--- config.mk ---
export PLATFORM = sky130hd
export DESIGN_NAME = axi_uart_rx
export DESIGN_NICKNAME = d
export VERILOG_FILES = /design/src/rtl/axi_uart_rx.sv
export SDC_FILE = /design/constraint.sdc
export NUM_CORES = 1
export LEC_CHECK = 0
export ABC_CLOCK_PERIOD_IN_PS = 5400
export BUFFER_PORTS_ARGS = -buffer_cell sky130_fd_sc_hd__buf_2
export CAP_MARGIN = 20
export CORE_MARGIN = 2
export CORE_UTILIZATION = 66
export CTS_BUF_LIST = sky130_fd_sc_hd__clkbuf_8
export DETAILED_ROUTE_END_ITERATION = 16
export MAX_ROUTING_LAYER = met4
export PLACE_DENSITY = 0.83
export SYNTH_ARGS = -nofsm -noshare
export SYNTH_HDL_FRONTEND = slang
export SYNTH_SLANG_ARGS = --single-unit
--- constraint.sdc ---
create_clock -name i_Clock -period 5.4 [get_ports i_Clock]
set_input_delay 0 -clock i_Clock [delete_from_list [all_inputs] [get_ports i_Clock]]
set_output_delay 0 -clock i_Clock [all_outputs]
set_load 0.1 [all_outputs]
--- src/rtl/axi_uart_rx.sv ---
// 8N1 UART receiver: 2-FF line synchroniser, mid-bit start qualification,
// centre-of-bit sampling, framing-error and line-break detection.
`timescale 1ns/1ps
module axi_uart_rx #(
  parameter int unsigned CLKS_PER_BIT = 347
) (
  input  logic       i_Clock,
  input  logic       i_Rst_L,
  input  logic       i_RX_Serial,
  output logic       o_RX_Active,
  output logic       o_RX_DV,
  output logic [7:0] o_RX_Byte,
  output logic       o_Frame_Err,
  output logic       o_Break
);

  localparam int unsigned CNT_W = $clog2(CLKS_PER_BIT) + 1;
  localparam int unsigned HALF  = (CLKS_PER_BIT - 1) / 2;

  typedef enum logic [2:0] {
    IDLE    = 3'd0,
    START   = 3'd1,
    DATA    = 3'd2,
    STOP    = 3'd3,
    CLEANUP = 3'd4
  } state_e;

  state_e             state_q, state_d;
  logic [CNT_W-1:0]   cnt_q, cnt_d;
  logic [2:0]         idx_q, idx_d;
  logic [7:0]         shift_q, shift_d;
  logic [7:0]         byte_q, byte_d;
  logic               dv_q, dv_d;
  logic               ferr_q, ferr_d;
  logic               brk_q, brk_d;
  logic               active_q, active_d;
  logic               rx_meta_q, rx_s_q;

  // Synchroniser flops reset high so reset release never looks like a start bit
  always_ff @(posedge i_Clock or negedge i_Rst_L) begin
    if (!i_Rst_L) begin
      rx_meta_q <= 1'b1;
      rx_s_q    <= 1'b1;
      state_q   <= IDLE;
      cnt_q     <= '0;
      idx_q     <= '0;
      shift_q   <= '0;
      byte_q    <= '0;
      dv_q      <= 1'b0;
      ferr_q    <= 1'b0;
      brk_q     <= 1'b0;
      active_q  <= 1'b0;
    end else begin
      rx_meta_q <= i_RX_Serial;
      rx_s_q    <= rx_meta_q;
      state_q   <= state_d;
      cnt_q     <= cnt_d;
      idx_q     <= idx_d;
      shift_q   <= shift_d;
      byte_q    <= byte_d;
      dv_q      <= dv_d;
      ferr_q    <= ferr_d;
      brk_q     <= brk_d;
      active_q  <= active_d;
    end
  end

  // Next-state, bit sampling and output pulse generation
  always_comb begin
    state_d  = state_q;
    cnt_d    = cnt_q;
    idx_d    = idx_q;
    shift_d  = shift_q;
    byte_d   = byte_q;
    dv_d     = 1'b0;
    ferr_d   = 1'b0;
    brk_d    = 1'b0;

    case (state_q)
      IDLE: begin
        cnt_d = '0;
        idx_d = '0;
        if (!rx_s_q) state_d = START;
      end
      START: begin
        if (cnt_q == CNT_W'(HALF)) begin
          cnt_d   = '0;
          state_d = rx_s_q ? IDLE : DATA;
        end else begin
          cnt_d = cnt_q + CNT_W'(1);
        end
      end
      DATA: begin
        if (cnt_q == CNT_W'(CLKS_PER_BIT - 1)) begin
          cnt_d          = '0;
          shift_d[idx_q] = rx_s_q;
          if (idx_q == 3'd7) begin
            idx_d   = '0;
            state_d = STOP;
          end else begin
            idx_d = idx_q + 3'd1;
          end
        end else begin
          cnt_d = cnt_q + CNT_W'(1);
        end
      end
      STOP: begin
        if (cnt_q == CNT_W'(CLKS_PER_BIT - 1)) begin
          cnt_d   = '0;
          state_d = CLEANUP;
          if (rx_s_q) begin
            byte_d = shift_q;
            dv_d   = 1'b1;
          end else begin
            ferr_d = 1'b1;
            brk_d  = (shift_q == 8'h00);
          end
        end else begin
          cnt_d = cnt_q + CNT_W'(1);
        end
      end
      CLEANUP: begin
        // A held-low break line parks here until the line returns high
        if (rx_s_q) state_d = IDLE;
      end
      default: state_d = IDLE;
    endcase

    active_d = (state_d != IDLE);
  end

  assign o_RX_Active = active_q;
  assign o_RX_DV     = dv_q;
  assign o_RX_Byte   = byte_q;
  assign o_Frame_Err = ferr_q;
  assign o_Break     = brk_q;

endmodule

# ---- After elaboration in Yosys (flattened, before gate mapping)
# Cells that the tools add are included.
dict set report op_classes {
  reduce_logical 10
  addsub 2
  n_mux 26
  eq_ne 8
  n_lt_le_gt_ge 2
}
# cell n
set ops {}
lappend ops {{one-hot mux 10 bit (3 select lines)} 1}
lappend ops {{2-to-1 mux 3 bit} 8}
lappend ops {{2-to-1 mux 10 bit} 2}
lappend ops {{one-hot mux 3 bit (5 select lines)} 1}
lappend ops {{adder 10 x 1 -> 10 bit, second input constant} 1}
lappend ops {{== test 10 x 8 -> 1 bit, second input constant} 1}
lappend ops {{== test 10 x 9 -> 1 bit, second input constant} 1}
lappend ops {{2-to-1 mux 1 bit} 10}
lappend ops {{bitwise mux 8 bit} 1}
lappend ops {{zero test 8 bit} 1}
lappend ops {{== test 3 x 2 -> 1 bit, second input constant} 2}
lappend ops {{== test 3 bit, second input constant} 2}
lappend ops {{one-hot mux 3 bit (2 select lines)} 1}
lappend ops {{nonzero test 3 bit} 2}
lappend ops {{less-than comparator 3 x 4 -> 1 bit, second input constant} 1}
lappend ops {{AND reduction 2 bit} 2}
lappend ops {{adder 3 x 1 -> 3 bit, second input constant} 1}
lappend ops {{demux 1 bit (select 3 bit)} 1}
lappend ops {{== test 3 x 1 -> 1 bit, second input constant} 1}
lappend ops {{greater-or-equal comparator 3 x 1 -> 1 bit, second input constant} 1}
lappend ops {{zero test 3 bit} 1}
lappend ops {{AND reduction 3 bit} 1}
lappend ops {{2-to-1 mux 2 bit} 1}
lappend ops {{inequality test 2 bit, second input constant} 1}
lappend ops {{other kinds (3)} 3}
dict set report word_totals {
  regBits 38
  input_bits 3
  word_cells 59
}

# ---- Depth between registers and ports, before layout
dict set report depth {
  ltp_word 5
  ltp_mapped 7
  ltp_nobuf 6
}

# ---- Worst setup path after synthesis
# OpenSTA, ideal clock, no wires.
dict set report synth_timing {
  path_type {register to register}
  from {reg cnt_q[2]}
  to {reg byte_q[0], in the netlist o_RX_Byte[0]}
  n_path_buf 2
  arrival_ns 1.965
  path_stages_with_launch 7
  setup_ns 0.126
  setup_slack_ns 3.309
  required_ns 5.274
  cell_sequence {dfrtp_1 buf_6 or4b_4 nor3_1 and4_1 buf_6 mux2_4}
}
dict set report synth_between {
  elab_chain_len 2
}
# element line_no
set synth_lines {}
lappend synth_lines {{start: declaration} 29} ;# logic [CNT_W-1:0] cnt_q, cnt_d;
lappend synth_lines {{start signal: assignment} 57} ;# cnt_q <= cnt_d;
lappend synth_lines {{== test 10 x 9 -> 1 bit} 108} ;# if (cnt_q == CNT_W'(CLKS_PER_BIT - 1)) begin
lappend synth_lines {{AND reduction 3 bit (no line)} --}
lappend synth_lines {{end signal: assignment} 60} ;# byte_q <= byte_d;
lappend synth_lines {{end: declaration} 32} ;# logic [7:0] byte_q, byte_d;
# No other way between the ends.
# A chain may end at the register's enable or synchronous reset.

# ---- Worst setup path after layout
dict set report layout_timing {
  from {reg cnt_q[2]}
  to {reg byte_q[6], in the netlist o_RX_Byte[6]}
}
# Same word-level chain as after synthesis.

==> run metrics <==
DR DRC count 1; main area contributors after synthesis dfrtp_1 45%, mux2_4 6.0%, mux2_1 4.5%, nand2_1 3.4%, ha_1 3.1%; Die ar. 3480 µm²; CP top delay family simple AND/OR/NAND/NOR gates; I/O pin total 15; ys flop type dfrtp_1; Final Cycle Share 45.0%; core area 2810 µm²; warnings from Yosys 0; # hold bufs at CTS 2; CTS Buf Count 5; critical path's slowest cell or4b_4; Worst Path Arrival 2.60 ns; DP HPWL 2510 µm; share of Yosys cell area claimed by the top area cell type 45.1%; Buf+Inv Stages, Crit Path 0; syn_nets 191; final max-slew violation count 0; gr usage total 25.4%; Die Width 59.0 µm; Setup Skew 0.00462 ns; outcome complete, but fails checks; CP Data Required Time 5.57 ns; Mapped Area 2000 µm²; global-route wire length before repair 6350 µm; Avg Cell Area, Syn 10.9 µm²; headroom to the max-slew limit 46.0%; final setup fails 0; Resize count post-CTS 0; mean number of vias per cell 6.46; final instance area 2150 µm²; largest family of logic cells by synthesized area simple AND/OR/NAND/NOR gates; fin crit period 2.43 ns; gr ovfl total 0; CP Launch Type flip-flop; Area Overhead vs Synth 7.96%; Simple-Gate Fraction of Synth Area 22.1%; Final nets 202; largest net degree at the start of global routing 39; footprint of the multi-input gates 970 µm²; adder-cell share of the synthesized area 3.13%; slowest stage delay, CP 0.60 ns; vias in the first global route 1356; initial DRC count 83; H-tree depth 2; RSZ-0062 raised after global routing false; multiplexer area fraction after synthesis 11.0%; failing checks design-rule violations; CP Capture Type flip-flop; number of synthesized flops with an enable pin 0; # diodes 0; max cap viols 0; post-CTS setup repair buffer count 0; dominant cell type by area after synthesis dfrtp_1; most frequent cell after synthesis dfrtp_1; sequential area share after synthesis 47.8%; Layout fillers 171; CTS clk-pin slew, worst paths 0.07 ns; Yosys reg bits 38; die span in y 59.0 µm; number of I/O port buffers 14; FF/Latch Area 953 µm²; min-delay worst type input port to async pin; CP Max Fanout 10; worst vdd ir 0.185 mV; Post-Place Cell Area 2040 µm²; PD cells 227 nW/µm²; post-route ant nets 0; Synth Area in Compound Gates 11.8%; CTS sink cnt 38; Worst-Skew Late Latency 0.29 ns; Synth async-reset ratio 100%; FMAX 411 MHz; ordered list of cells on the worst path or4b_4, nor3_1, and4_1, mux2_4; Crit Path Class flip-flop to flip-flop; Detailed Routing Iterations Pass 1 10; DR WL/cell 16.5 µm; worst slew pin tran 0.811 ns; layout cells sized above 1 19.5%; Leakage 1.02 nW; Placement Rows 19; clock buffer depth 2; final hold vios 0; CTS tree yes; Unique masters post-synth 46; Post-synth top cells 36 x dfrtp_1, 18 x nand2_1, 9 x o21ai_0; Clock Root Buffer clkbuf_8; overall power 0.489 mW; DR vias 1459; setup_tns 0 ns; Synth Area in XOR/XNOR 0.439%; GPL Wtd Cong 0.850; Post-Syn Instances 183; Routed WL 3720 µm; initial antenna violation count 0; Initial Util 71.1%
## layout by cell type (no fill, tap or decap), types with 3 or more instances in the layout
cell	instances
mux2_4	8
o22ai_1	3
o21ai_0	9
nor2_1	6
nor4_1	4
a22o_1	6
dfrtp_1	36
inv_1	4
ha_1	5
o211ai_1	3
clkbuf_8	6
mux2_1	8
nand2_1	18
nand3_1	7
buf_2	14
a21oi_1	4
nand3b_1	3
nand4b_1	3
nor3_1	7
nor2b_1	5
## per-stage QoR
step	hold WS, ns	util, %	setup WS, ns	instances
after floorplan	-0.296	-	3.31	183
after global placement	0.106	72.8	3.08	216
after detailed placement	0.108	72.8	2.99	216
after CTS	0.350	76.8	2.99	226
after global routing	0.360	76.8	2.86	226
final	0.338	76.8	2.97	226
## kinds of logic (layout without fill, tap and decap cells)
logic type,after synthesis,after routing
XOR/XNOR,1,1
multiplexers,17,17
buffers and inverters,15,27
adder cells (fa/ha/maj),5,5
flip-flops,38,38
AND/OR/NAND/NOR,72,72
AO/OA/AOI/OAI,35,35
## worst paths after layout
kind	from	to	slack [ns]	cells after the start
hold reg to reg	rx_meta_q	rx_s_q	0.36	0
setup reg to reg	cnt_q[2]	o_RX_Byte[6]	2.97	4
hold / removal	i_Rst_L	o_Frame_Err	0.34	2
max in group asynchronous	i_Rst_L	cnt_q[2]	4.55	2
setup / recovery	cnt_q[2]	o_RX_Byte[6]	2.97	4
min in group i_Clock	i_RX_Serial	rx_meta_q	0.35	2
## registers in the layout, indices dropped and copies added, names as in the netlist
name         flops
rx_s_q           1
o_RX_Active      1
rx_meta_q        1
cnt_q           10
state_q          3
o_RX_DV          1
o_RX_Byte        8
idx_q            3
o_Frame_Err      1
o_Break          1
shift_q          8
## where the power goes
part	internal (mW)	switching, mW	total [mW]	leakage [nW]
Sequential	0.286	0.00152	0.287	0.504
Combinational	0.00181	0.00572	0.00754	0.459
Clock	0.101	0.0932	0.194	0.0524
## worst reg2reg max path, cell delays in order, from the launching register on
cell,delay [ns]
dfrtp_1,0.46
or4b_4,0.60
nor3_1,0.32
and4_1,0.59
mux2_4,0.35
## layout make-up
type	count	share of cell area [%]
Multi-Input combinational cell	130	45.0
Sequential cell	38	44.3
Timing Repair Buffer	16	4.18
Clock buffer	6	3.83
Tap cell	31	1.80
Inverter	3	0.523
Clock inverter	2	0.407
## metal layers
layer	routed length (µm)	vias to the layer above	part of all wire [%]	global-route usage (%)
li1	-	702	-	-
met1	1610	714	43	31.5
met2	1870	37	50	39.8
met3	168	6	4.5	6.11
met4	72	0	1.9	10.7
met5	0	-	0	-
Note: power is estimated with default switching activity, not from simulation.
